$ cat config.mk
export PLATFORM = sky130hd
export DESIGN_NAME = ktane_bus_decoder
export DESIGN_NICKNAME = d
export VERILOG_FILES = /design/src/rtl/ktane_bus_pkg.sv /design/src/rtl/ktane_region_match.sv /design/src/rtl/ktane_bus_decoder.sv
export SDC_FILE = /design/constraint.sdc
export NUM_CORES = 1
export LEC_CHECK = 0
export CORE_MARGIN = 2
export CORE_UTILIZATION = 25
export CTS_CLUSTER_DIAMETER = 80
export DETAILED_ROUTE_END_ITERATION = 6
export PLACE_DENSITY = 0.72
export SLEW_MARGIN = 20
export SYNTH_ARGS = -nofsm -noshare
export SYNTH_HDL_FRONTEND = slang
export SYNTH_SLANG_ARGS = --single-unit
$ cat constraint.sdc
create_clock -name clk -period 1.62 [get_ports clk]
set_clock_uncertainty 0.1 [all_clocks]
set_input_delay 0.405 -clock clk [delete_from_list [all_inputs] [get_ports clk]]
set_output_delay 0.405 -clock clk [all_outputs]
set_load 0.05 [all_outputs]
$ cat src/rtl/ktane_bus_pkg.sv
// Shared types and constants for the KTANE bus decoder.
// Holds the transaction state encoding and the error response word.
package ktane_bus_pkg;

    typedef enum logic [1:0] {
        IDLE   = 2'd0,
        ACCESS = 2'd1,
        DONE   = 2'd2,
        ERR    = 2'd3
    } bus_state_t;

    localparam logic [15:0] ERR_DATA = 16'hDEAD;

endpackage

$ cat src/rtl/ktane_region_match.sv
// Combinational address decoder for the KTANE bus: one-hot region hit plus miss flag.
// Region i spans [base i, base i+1); the last region ends at REGION_TOP (exclusive).
module ktane_region_match #(
    parameter int ADDR_WIDTH = 16,
    parameter int N_SLAVES   = 6,
    parameter logic [N_SLAVES*ADDR_WIDTH-1:0] REGION_BASE =
        {16'hF330, 16'hE664, 16'hD998, 16'hCCCC, 16'hC000, 16'h0000},
    parameter logic [ADDR_WIDTH-1:0] REGION_TOP = 16'hFFFC
) (
    input  logic [ADDR_WIDTH-1:0] addr,
    output logic [N_SLAVES-1:0]   hit,
    output logic                  miss
);

    for (genvar i = 0; i < N_SLAVES; i++) begin : g_region
        if (i == N_SLAVES - 1) begin : g_last
            assign hit[i] = (addr >= REGION_BASE[i*ADDR_WIDTH +: ADDR_WIDTH]) &&
                            (addr <  REGION_TOP);
        end else begin : g_mid
            assign hit[i] = (addr >= REGION_BASE[i*ADDR_WIDTH +: ADDR_WIDTH]) &&
                            (addr <  REGION_BASE[(i+1)*ADDR_WIDTH +: ADDR_WIDTH]);
        end
    end

    assign miss = ~|hit;

endmodule

$ cat src/rtl/ktane_bus_decoder.sv
// Single-master bus decoder: routes one transaction at a time to a mapped slave.
// Define BUS_TIMEOUT_EN to abort ACCESS after TIMEOUT_CYCLES cycles without ready.
module ktane_bus_decoder
    import ktane_bus_pkg::*;
#(
    parameter int DATA_WIDTH     = 16,
    parameter int ADDR_WIDTH     = 16,
    parameter int N_SLAVES       = 6,
    parameter logic [N_SLAVES*ADDR_WIDTH-1:0] REGION_BASE =
        {16'hF330, 16'hE664, 16'hD998, 16'hCCCC, 16'hC000, 16'h0000},
    parameter logic [ADDR_WIDTH-1:0] REGION_TOP = 16'hFFFC,
    parameter int TIMEOUT_CYCLES = 15
) (
    input  logic                           clk,
    input  logic                           rst,
    input  logic                           en,
    input  logic                           we,
    input  logic [ADDR_WIDTH-1:0]          addr,
    input  logic [DATA_WIDTH-1:0]          data,
    output logic [DATA_WIDTH-1:0]          q,
    output logic                           q_valid,
    output logic                           dec_err,
    output logic                           busy,
    output logic [N_SLAVES-1:0]            slv_en,
    output logic                           slv_we,
    output logic [ADDR_WIDTH-1:0]          slv_addr,
    output logic [DATA_WIDTH-1:0]          slv_wdata,
    input  logic [N_SLAVES*DATA_WIDTH-1:0] slv_rdata,
    input  logic [N_SLAVES-1:0]            slv_ready
);

    localparam logic [DATA_WIDTH-1:0] ERR_Q = DATA_WIDTH'(ERR_DATA);

    bus_state_t              state_r, state_s;
    logic [N_SLAVES-1:0]     hit_s;
    logic                    miss_s;
    logic                    ready_sel_s;
    logic [DATA_WIDTH-1:0]   rdata_sel_s;
    logic [DATA_WIDTH-1:0]   q_s;
    logic [N_SLAVES-1:0]     slv_en_s;
    logic                    slv_we_s;
    logic [ADDR_WIDTH-1:0]   slv_addr_s;
    logic [DATA_WIDTH-1:0]   slv_wdata_s;

`ifdef BUS_TIMEOUT_EN
    localparam int CNT_W = $clog2(TIMEOUT_CYCLES + 1);
    localparam logic [CNT_W-1:0] CNT_LAST = CNT_W'(TIMEOUT_CYCLES - 1);
    logic [CNT_W-1:0] cnt_r, cnt_s;
`endif

    ktane_region_match #(
        .ADDR_WIDTH  (ADDR_WIDTH),
        .N_SLAVES    (N_SLAVES),
        .REGION_BASE (REGION_BASE),
        .REGION_TOP  (REGION_TOP)
    ) u_match (
        .addr (addr),
        .hit  (hit_s),
        .miss (miss_s)
    );

    // Selected slave's ready and read data; slv_en is one-hot only in ACCESS.
    always_comb begin
        ready_sel_s = |(slv_ready & slv_en);
        rdata_sel_s = '0;
        for (int i = 0; i < N_SLAVES; i++) begin
            rdata_sel_s = rdata_sel_s |
                          (slv_rdata[i*DATA_WIDTH +: DATA_WIDTH] & {DATA_WIDTH{slv_en[i]}});
        end
    end

    // Next-state and next-output logic.
    always_comb begin
        state_s     = state_r;
        q_s         = q;
        slv_en_s    = '0;
        slv_we_s    = 1'b0;
        slv_addr_s  = slv_addr;
        slv_wdata_s = slv_wdata;
`ifdef BUS_TIMEOUT_EN
        cnt_s       = '0;
`endif
        case (state_r)
            IDLE: begin
                if (en) begin
                    slv_addr_s  = addr;
                    slv_wdata_s = data;
                    if (miss_s) begin
                        state_s = ERR;
                        q_s     = ERR_Q;
                    end else begin
                        state_s  = ACCESS;
                        slv_en_s = hit_s;
                        slv_we_s = we;
                    end
                end else begin
                    state_s = IDLE;
                end
            end
            ACCESS: begin
                if (ready_sel_s) begin
                    state_s = DONE;
                    q_s     = slv_we ? q : rdata_sel_s;
                end else begin
`ifdef BUS_TIMEOUT_EN
                    if (cnt_r == CNT_LAST) begin
                        state_s = ERR;
                        q_s     = ERR_Q;
                    end else begin
                        cnt_s    = cnt_r + CNT_W'(1);
                        slv_en_s = slv_en;
                        slv_we_s = slv_we;
                    end
`else
                    slv_en_s = slv_en;
                    slv_we_s = slv_we;
`endif
                end
            end
            DONE:    state_s = IDLE;
            ERR:     state_s = IDLE;
            default: state_s = IDLE;
        endcase
    end

    // State and registered outputs; rst aborts any transaction on the same edge.
    always_ff @(posedge clk) begin
        if (rst) begin
            state_r   <= IDLE;
            q         <= '0;
            q_valid   <= 1'b0;
            dec_err   <= 1'b0;
            busy      <= 1'b0;
            slv_en    <= '0;
            slv_we    <= 1'b0;
            slv_addr  <= '0;
            slv_wdata <= '0;
`ifdef BUS_TIMEOUT_EN
            cnt_r     <= '0;
`endif
        end else begin
            state_r   <= state_s;
            q         <= q_s;
            q_valid   <= (state_s == DONE) || (state_s == ERR);
            dec_err   <= (state_s == ERR);
            busy      <= (state_s != IDLE);
            slv_en    <= slv_en_s;
            slv_we    <= slv_we_s;
            slv_addr  <= slv_addr_s;
            slv_wdata <= slv_wdata_s;
`ifdef BUS_TIMEOUT_EN
            cnt_r     <= cnt_s;
`endif
        end
    end

endmodule

-- Yosys cells after proc, flatten, opt, wreduce, memory -nomap -nowiden
Index checks and enable logic that the tools add are counted.
- bits of input ports: 138
- bits in registers: 60
- word-level logic and storage cells: 74
- eq/ne operators: 9
- bitwise operators: 12
- reduce and logical (&&, ||, !) cells: 15
- multiplexer cells: 17
- $lt $le $gt $ge: 12
- operators with widths (operator ; number):
    $and 16x16->16 ; 6
    $lt 16x16->1 const B ; 6
    $ge 16x16->1 const B ; 5
    $or 16x16->16 ; 5
    $mux 16 ; 4
    $pmux 16 s2 ; 1
    $mux 6 ; 3
    $ge 16x1->1 const B ; 1
    $pmux 6 s2 ; 1
    $reduce_or 6->1 ; 2
    $eq 2x2->1 const B ; 4
    $ne 2x2->1 const B ; 4
    $and 6x6->6 ; 1
    $logic_and 1x1->1 ; 6
    $mux 2 ; 3
    $pmux 2 s3 ; 1
    $reduce_and 5->1 ; 1
    $reduce_bool 2->1 ; 2
    $mux 1 ; 3
    $eq 2x1->1 const B ; 1
    $logic_not 2->1 ; 1
    $pmux 1 s2 ; 1
    $reduce_and 2->1 ; 1
    $reduce_or 2->1 ; 1
    $logic_or 1x1->1 ; 1

-- Logic depth before layout (Yosys ltp)
Gate-level depths: netlist of the first run.
- depth in word-level cells: 9
- mapped depth: 7
- gate-level depth less buffers: 4

-- Hierarchy
From an unflattened synthesis of the first run, not the netlist that was laid out.
- cells, all modules: 361
- area total of the unflattened synthesis: 3081.7 um^2
- by module, submodules not included (module ; area an instance (um^2) ; sequential area each (um^2) ; cells each ; times used):
    ktane_bus_decoder ; 2882.8 ; 1201.2 ; 331 ; 1
    ktane_region_match ; 198.9 ; 0.0 ; 30 ; 1

-- Least setup slack after synthesis of the first run
Ideal clock, no wire load.
- kind: reg2reg
- start point: register slv_en[0]
- end point: register q[5]
- path slack: -0.506 ns
- clock period less this slack: 2.126 ns
- cell stages (with the launch flop): 8
- path buffers: 3
- arrival: 1.895 ns
- setup time: 0.131 ns
- cell sequence: dfxtp_1 > clkbuf_1 > a22oi_1 > and4_1 > clkbuf_1 > buf_2 > nor4_1 > nor3_1
- cells in the longest elaborated chain, start to end: 9
- RTL lines (what ; RTL line ; source):
    start, declared ; ktane_bus_decoder.sv:24 ; output logic [N_SLAVES-1:0] slv_en,
    start signal, assigned ; ktane_bus_decoder.sv:147 ; slv_en <= slv_en_s;
    $and 16x16->16 ; ktane_bus_decoder.sv:68 ; (slv_rdata[i*DATA_WIDTH +: DATA_WIDTH] & {DATA_WIDTH{slv_en[i]}});
    $or 16x16->16 (5 in series) ; ktane_bus_decoder.sv:67 ; rdata_sel_s = rdata_sel_s |
    $mux 16 ; ktane_bus_decoder.sv:103 ; q_s = slv_we ? q : rdata_sel_s;
    $mux 16 ; ktane_bus_decoder.sv:101 ; if (ready_sel_s) begin
    $pmux 16 s2 ; ktane_bus_decoder.sv:83 ; case (state_r)
    end signal, assigned ; ktane_bus_decoder.sv:143 ; q <= q_s;
    end, declared ; ktane_bus_decoder.sv:20 ; output logic [DATA_WIDTH-1:0] q,
Several ways; a longest one is shown, not always the timed one. The select of a mux whose other input is x is not followed.
A chain may end at the register's enable or synchronous reset.

-- Worst setup path in the final report of the first run
- start point: input port addr[12]
- end point: register q[14]
- cells in the longest elaborated chain, start to end: 5
- RTL lines (what ; RTL line ; source):
    start, declared ; ktane_bus_decoder.sv:18 ; input logic [ADDR_WIDTH-1:0] addr,
    $ge 16x1->1 (tied with other cells) ; ktane_region_match.sv:20 ; assign hit[i] = (addr >= REGION_BASE[i*ADDR_WIDTH +: ADDR_WIDTH]) &&
    $logic_and 1x1->1 (on tied branches) ; ktane_region_match.sv:20, ktane_region_match.sv:17 ;
    $reduce_or 6->1 (*) ; ktane_region_match.sv:25 ; assign miss = ~|hit;
    $ne 2x2->1 (no line) (*) ; - ;
    $reduce_and 5->1 (no line) (*) ; - ;
Mark *: on every way between the ends. The rest lies on a longest branch, timed or not.

==> metrics.txt, run 1 <==
crit path kind in -> reg; via density per instance 5.438; Total Routing Usage GR 0.2092; core footprint 0.01191 sq mm; final hold violations 0; TritonCTS clock tree built; post-synthesis register bit count 59; starting utilization of the core area 0.2534; residual antenna-violating net count after detailed routing 0; unrepaired setup endpoints after global routing yes; result of the run complete, but fails checks; class of the worst hold path in -> reg; upper clock frequency limit 592.3 MHz; power spent charging and discharging nets 1576 uW; sequential share of the synthesized area 0.3914; Worst Max-Slew Pin Slew 0.4870 ns; synthesis-to-finish area growth 123.6%; commonest cells after routing, fill and taps aside 116 x sky130_fd_sc_hd__clkdlybuf4s50_1, 70 x sky130_fd_sc_hd__nand2_1, 66 x sky130_fd_sc_hd__buf_12, 51 x sky130_fd_sc_hd__dfxtp_1, 44 x sky130_fd_sc_hd__a22oi_1; layout cell share with drive strength beyond 1 0.3284; initial detailed-routing violation count 297; internal portion of total power 3799 uW; share of total power in sequential cells 0.305; number of max-cap violations 0; Async S/R FF share, synth 0; synthesized area per cell 8.179 sq um; vias in the first global route 4,084; count of clock tree sinks 59; Final Slew Violations 0; sort of element at the end of the critical path flop; post-route core utilization 0.5665; total wirelength of the detailed-routed design 14.43 mm; accumulated negative setup slack -0.1634 ns; combinational share of power 0.325; post-detailed-route wirelength per cell 19.16 um; Clock Tree Root sky130_fd_sc_hd__clkbuf_16; DIE HEIGHT 113.9 um; die extent in x 113.9 um; Ports 196; startpoint class of the critical path input pin; highest net fanout along the worst path 8; global-route wire length before repair 21.31 mm; areal power density over the cells 796.6 mW/mm^2; Cell Area, Synth 0.003018 sq mm; failing checks setup timing; fin crit share 1.042; top cell type's share of synthesized area 0.3914; maximum number of pins on one net before global-route repair 37; cell count after synthesis 369; Distinct cells, synth 38; cell area after layout 0.006748 sq mm; slowest CP cell sky130_fd_sc_hd__o41a_4; leading cell type in the layout, fill and taps excluded sky130_fd_sc_hd__clkdlybuf4s50_1; Critical Path, Cell by Cell buf_2 -> nand4_4 -> o41a_4 -> buf_6 -> nor4_4 -> nor3_2; final total power 5375 uW; number of vias in the routed layout 4,095; leakage power total 0.002469 uW; Port-buffer cells 195; Placed Instance Area 0.006108 sq mm; initial antenna violation count 0; final layout net count 739; half-perimeter wire length of the detailed placement result 10.42 mm; GRT overflow 0; clock insertion delay at the later pin of the skew report 0.32 ns; antenna diode instance count 0; Min Clock Period, post-route 1.688 ns; count of standard-cell rows 40; Final setup viols 6; Synth Flop Type sky130_fd_sc_hd__dfxtp_1; clock-pin slew on the worst setup and hold paths 0.05 ns; Worst Path Buf+Inv 2; clock share of power 0.371; number of iterations in the first detailed-routing pass 5; number of buffers between clock root and the deepest sink 2; drt drc 0; Max VDD drop 0.5097 mV; number of buffers inserted during clock tree synthesis 9; area of the die 0.01297 sq mm; H-tree Lvls 3; Critical Path AT 1.77 ns; required time at the worst-slack endpoint 1.71 ns; family of cells with the greatest summed delay on the critical path compound AO/OA/AOI/OAI gates; worst rel slew slack 0.6753; final setup slack of the worst path -0.06837 ns; Critical Path Max Stage Delay 0.62 ns; Syn Nets 507; top area cells in the synthesized netlist sky130_fd_sc_hd__dfxtp_1 39%, sky130_fd_sc_hd__a22oi_1 13%, sky130_fd_sc_hd__nand2_1 8.8%, sky130_fd_sc_hd__a21oi_1 7.1%, sky130_fd_sc_hd__nand4_1 4.1%; number of enable-type register cells in the synthesized netlist 0; biggest area consumer among synthesized cells sky130_fd_sc_hd__dfxtp_1; net switching share of the total power 0.2932; Final Hold Slack 0.3775 ns; count of synthesis-stage warnings from yosys 0; placer congestion estimate 0.9288
kinds of logic (layout without fill, tap and decap cells):
family,after synthesis,after routing,share of synthesized area
buf+inv,38,275,0.05307
simple gates,137,137,0.2471
compound gates,135,135,0.3085
flops,59,59,0.3914
area by class of cell:
| type | count | area [sq um] |
|---|---|---|
| fillers | 1008 | 5164 |
| repair buffers | 256 | 3132 |
| well taps | 147 | 183.9 |
| clock inverters | 4 | 45.04 |
| flip-flops and latches | 59 | 1211 |
| clock buffers | 12 | 277.8 |
| multi-input cells | 272 | 1887 |
| inverters | 3 | 11.26 |
worst register-to-register path, cell delays in order (launching register included):
cell and delay (ns):
sky130_fd_sc_hd__dfxtp_4 0.37, sky130_fd_sc_hd__nor2b_4 0.21, sky130_fd_sc_hd__buf_8 0.15, sky130_fd_sc_hd__nand4_1 0.25
sky130_fd_sc_hd__nor4_4 0.35, sky130_fd_sc_hd__nor3_1 0.08
metal layers:
metal / share of wire / up-vias / GRT usage
met5: 0 / - / 0
met4: 0.028 / 0 / 0.07154
met3: 0.077 / 40 / 0.05898
met2: 0.51 / 225 / 0.3605
met1: 0.39 / 1953 / 0.2505
li1: - / 1877 / -
power groups by stage:
stage	logic [uW]	registers [uW]	clock network, uW
2_1_floorplan	396	1890	0
3_3_place_gp	1560	1660	0
3_5_place_dp	1590	1660	0
4_1_cts	1640	1630	2040
5_1_grt	1820	1640	2110
6_report	1750	1640	1990
cells in the mapped netlist (2+ instances only):
| cell | instances |
|---|---|
| sky130_fd_sc_hd__nor3_1 | 12 |
| sky130_fd_sc_hd__dfxtp_1 | 59 |
| sky130_fd_sc_hd__a32oi_1 | 2 |
| sky130_fd_sc_hd__a21oi_1 | 43 |
| sky130_fd_sc_hd__a31oi_1 | 16 |
| sky130_fd_sc_hd__clkbuf_1 | 26 |
| sky130_fd_sc_hd__a211o_1 | 2 |
| sky130_fd_sc_hd__a211oi_1 | 2 |
| sky130_fd_sc_hd__buf_6 | 2 |
| sky130_fd_sc_hd__or4_1 | 2 |
| sky130_fd_sc_hd__nor4_1 | 2 |
| sky130_fd_sc_hd__o31ai_1 | 6 |
| sky130_fd_sc_hd__buf_1 | 5 |
| sky130_fd_sc_hd__nand3_1 | 2 |
| sky130_fd_sc_hd__o211ai_1 | 5 |
| sky130_fd_sc_hd__nor2_1 | 6 |
| sky130_fd_sc_hd__nand2b_1 | 3 |
| sky130_fd_sc_hd__inv_1 | 3 |
| sky130_fd_sc_hd__nor2b_1 | 2 |
| sky130_fd_sc_hd__buf_2 | 2 |
| sky130_fd_sc_hd__a22oi_1 | 52 |
| sky130_fd_sc_hd__nand2_1 | 71 |
| sky130_fd_sc_hd__nor4_2 | 10 |
| sky130_fd_sc_hd__nand4_1 | 20 |
stage by stage:
step / setup slack [ns] / instances
after floorplan: -0.08868 / 369
after global placement: -0.6746 / 727
after detailed placement: -0.7111 / 727
after CTS: -0.01192 / 749
after global routing: -0.1030 / 753
final: -0.06837 / 753
sequential cells by signal (all words and copies together) (netlist names):
register and count:
slv_en 6, slv_we 1, state_r 1, q_valid 1, busy 1, slv_wdata 16
dec_err 1, q 16, slv_addr 16
timing repair:
action,CTS,global route
pin swaps,10,12
hold buffers,0,0
setup endpoints to repair,56,19
hold endpoints to repair,0,0
setup buffers,4,4
resized for setup,76,38
cloned,3,1
path summary, 6_finish.rpt:
| kind | from | end | slack [ns] | depth (start not counted) |
|---|---|---|---|---|
| setup / recovery | addr[12] | q[14]$_SDFFE_PP0P_ | -0.07 | 6 |
| hold / removal | addr[2] | slv_addr[2]$_SDFFE_PP0P_ | 0.38 | 4 |
| setup reg to reg | state_r[0]$_SDFF_PP0_ | q[12]$_SDFFE_PP0P_ | -0.03 | 5 |
| hold reg to reg | slv_wdata[7]$_SDFFE_PP0P_ | slv_wdata[7]$_SDFFE_PP0P_ | 0.39 | 2 |
(Power assumes the default switching activity.)
==> inputs of run 2 (changes only) <==
- clock period: 1.62 -> 1.4 ns (I/O delays scaled with it)
==> metrics.txt, run 2 (synthesized netlist as in run 1, its figures left out) <==
result of the run complete, but fails checks (unchanged); failing checks setup timing (unchanged); commonest cells after routing, fill and taps aside 116 x sky130_fd_sc_hd__clkdlybuf4s50_1, 77 x sky130_fd_sc_hd__buf_12, 54 x sky130_fd_sc_hd__buf_4, 47 x sky130_fd_sc_hd__a22oi_1, 46 x sky130_fd_sc_hd__dfxtp_1 (was 116 x sky130_fd_sc_hd__clkdlybuf4s50_1, 70 x sky130_fd_sc_hd__nand2_1, 66 x sky130_fd_sc_hd__buf_12, 51 x sky130_fd_sc_hd__dfxtp_1, 44 x sky130_fd_sc_hd__a22oi_1); Worst Path Buf+Inv 4 (was 2); slowest CP cell sky130_fd_sc_hd__o41ai_4 (was sky130_fd_sc_hd__o41a_4); final setup slack of the worst path -0.2745 ns (was -0.06837 ns); initial detailed-routing violation count 340 (was 297); synthesis-to-finish area growth 163.8% (was 123.6%); worst rel slew slack 0.6369 (was 0.6753); upper clock frequency limit 597.2 MHz; area of the multi-input gates 0.002405 sq mm (was 0.001887 sq mm); drt drc 0 (unchanged); final layout net count 788 (was 739); Final Slew Violations 0 (unchanged); Hold Path Stages 3 (was 4); unrepaired setup endpoints after global routing yes (unchanged); half-perimeter wire length of the detailed placement result 10.49 mm (was 10.42 mm); TritonCTS clock tree built (unchanged); total wirelength of the detailed-routed design 17.75 mm (was 14.43 mm); Clock Tree Root sky130_fd_sc_hd__clkbuf_16 (unchanged); clock insertion delay at the later pin of the skew report 0.33 ns (was 0.32 ns); Critical Path, Cell by Cell buf_12 -> nand4_4 -> buf_6 -> o41ai_4 -> buf_4 -> clkbuf_16 -> a31oi_1 -> nor3_1 (was buf_2 -> nand4_4 -> o41a_4 -> buf_6 -> nor4_4 -> nor3_2); met1 track demand over resource 0.2723 (was 0.2505); final total power 6649 uW (was 5375 uW); class of the worst hold path in -> reg (unchanged); core footprint 0.01191 sq mm (unchanged); initial antenna violation count 0 (unchanged); maximum number of pins on one net before global-route repair 22 (was 37); post-route core utilization 0.6685 (was 0.5665); via density per instance 5.668 (was 5.438); GRT overflow 0 (unchanged); FF-to-FF End q[2]$_SDFFE_PP0P_ (was q[12]$_SDFFE_PP0P_); area of the die 0.01297 sq mm (unchanged); Total Routing Usage GR 0.2224 (was 0.2092); areal power density over the cells 835.0 mW/mm^2 (was 796.6 mW/mm^2); placer congestion estimate 0.8728 (was 0.9288); critical register-to-register path startpoint slv_en[2]$_SDFFE_PP0N_ (was state_r[0]$_SDFF_PP0_); starting utilization of the core area 0.2534 (unchanged); number of iterations in the first detailed-routing pass 5 (unchanged); global-route wire length before repair 22.44 mm (was 21.31 mm); Final Hold Slack 0.1702 ns (was 0.3775 ns); Critical Path AT 1.81 ns (was 1.77 ns); Worst Max-Slew Pin Slew 0.5446 ns (was 0.4870 ns); residual antenna-violating net count after detailed routing 0 (unchanged); leakage power total 0.002999 uW (was 0.002469 uW); hold endpoint slv_addr[9]$_SDFFE_PP0P_ (was slv_addr[2]$_SDFFE_PP0P_); Port-buffer cells 195 (unchanged); grt met3 use 0.03294 (was 0.05898); Worst R2R Path Depth 5 (unchanged); family of cells with the greatest summed delay on the critical path buffers and inverters (was compound AO/OA/AOI/OAI gates); DIE HEIGHT 113.9 um (unchanged); number of vias in the routed layout 4,546 (was 4,095); final hold violations 0 (unchanged); crit path kind in -> reg (unchanged); antenna diode instance count 0 (unchanged); count of clock tree sinks 59 (unchanged); number of buffers inserted during clock tree synthesis 9 (unchanged); Ports 196 (unchanged); Final setup viols 66 (was 6); highest-utilization routing layer at the global route stage met2 (unchanged); layout cell share with drive strength beyond 1 0.5084 (was 0.3284); worst hold path startpoint addr[9] (was addr[2]); number of buffers between clock root and the deepest sink 2 (unchanged); startpoint class of the critical path input pin (unchanged); H-tree Lvls 3 (unchanged); clock-pin slew on the worst setup and hold paths 0.06 ns (was 0.05 ns); number of max-cap violations 0 (unchanged); sort of element at the end of the critical path flop (unchanged); leading cell type in the layout, fill and taps excluded sky130_fd_sc_hd__clkdlybuf4s50_1 (unchanged); post-detailed-route wirelength per cell 22.14 um (was 19.16 um); die extent in x 113.9 um (unchanged); setup slack of the worst register-to-register path -0.27 ns (was -0.03 ns); area used by sequential logic in the layout 0.001217 sq mm (was 0.001211 sq mm); GR met2 Demand/Resource 0.3836 (was 0.3605); number of fill cells 800 (was 1,008); required time at the worst-slack endpoint 1.53 ns (was 1.71 ns); vias in the first global route 4,280 (was 4,084); registers with the highest flip-flop counts q (16), slv_addr (16), slv_wdata (16) (unchanged); Min Clock Period, post-route 1.675 ns; fin crit share 1.196; highest net fanout along the worst path 8 (unchanged); Critical Path Max Stage Delay 0.32 ns (was 0.62 ns); Max VDD drop 0.6533 mV (was 0.5097 mV); count of standard-cell rows 40 (unchanged)
## run 2: changes by cell type in the layout (fill, tap and decap cells not counted), moves of 11 or more
cell | before | now
sky130_fd_sc_hd__a21oi_1 | 43 | 9
sky130_fd_sc_hd__buf_4 | 42 | 54
sky130_fd_sc_hd__nand2_4 | 0 | 23
sky130_fd_sc_hd__nand2_1 | 70 | 39
sky130_fd_sc_hd__buf_12 | 66 | 77
sky130_fd_sc_hd__a21oi_2 | 0 | 34
sky130_fd_sc_hd__buf_6 | 8 | 39
## run 2: worst max-delay path by stage
stage	endpoint	startpoint	cells after the start	slack (ns)
after floorplan	q[0]$_SDFFE_PP0P_	addr[12]	5	-0.29
after global placement	q[8]$_SDFFE_PP0P_	addr[12]	5	-0.87
after detailed placement	q[8]$_SDFFE_PP0P_	addr[12]	5	-0.90
after CTS	q[11]$_SDFFE_PP0P_	addr[13]	8	-0.20
after global routing	q[7]$_SDFFE_PP0P_	addr[7]	8	-0.34
final	q[7]$_SDFFE_PP0P_	addr[9]	8	-0.27
## run 2: worst reg2reg max path, stage by stage, from the launching register on
cell and delay [ns]:
sky130_fd_sc_hd__dfxtp_4 0.37, sky130_fd_sc_hd__a22oi_2 0.27, sky130_fd_sc_hd__and4_4 0.30, sky130_fd_sc_hd__buf_4 0.23, sky130_fd_sc_hd__nor4_4 0.06, sky130_fd_sc_hd__nor3_1 0.23
## run 2: where the power goes
| group | switching [uW] | internal (uW) |
|---|---|---|
| Sequential | 140 | 1770 |
| Combinational | 1210 | 1320 |
| Clock | 844 | 1360 |
## run 2: repair_timing
item	CTS	global route
pin swaps	24	68
hold buffers	0	0
cloned	4	7
buffers inserted	22	16
endpoints found under the setup margin	66	61
gates resized for setup	116	170
endpoints found under the hold margin	0	0
## run 2: stage by stage
step / worst slack [ns] / instances / instance area, sq um / setup TNS [ns]
2_1_floorplan: -0.2934 / 369 / 3206 / -6.249
3_5_place_dp: -0.9048 / 741 / 6285 / -36.29
3_3_place_gp: -0.8704 / 741 / 6285 / -34.13
4_1_cts: -0.2016 / 783 / 7041 / -3.751
5_1_grt: -0.3400 / 802 / 7963 / -8.549
6_report: -0.2745 / 802 / 7963 / -6.355
## run 2: metal layers
| metal | vias to the layer above | share of wire |
|---|---|---|
| met5 | - | 0 |
| met4 | 0 | 0.037 |
| met3 | 62 | 0.071 |
| met2 | 289 | 0.51 |
| met1 | 2210 | 0.38 |
| li1 | 1985 | - |
## run 2: cell type report
cell class | instances | area share
Timing Repair Buffer | 304 | 0.4824
Multi-Input combinational cell | 273 | 0.3020
Sequential cell | 59 | 0.1529
Clock buffer | 12 | 0.03363
Tap cell | 147 | 0.02310
Clock inverter | 4 | 0.004085
Inverter | 3 | 0.001886
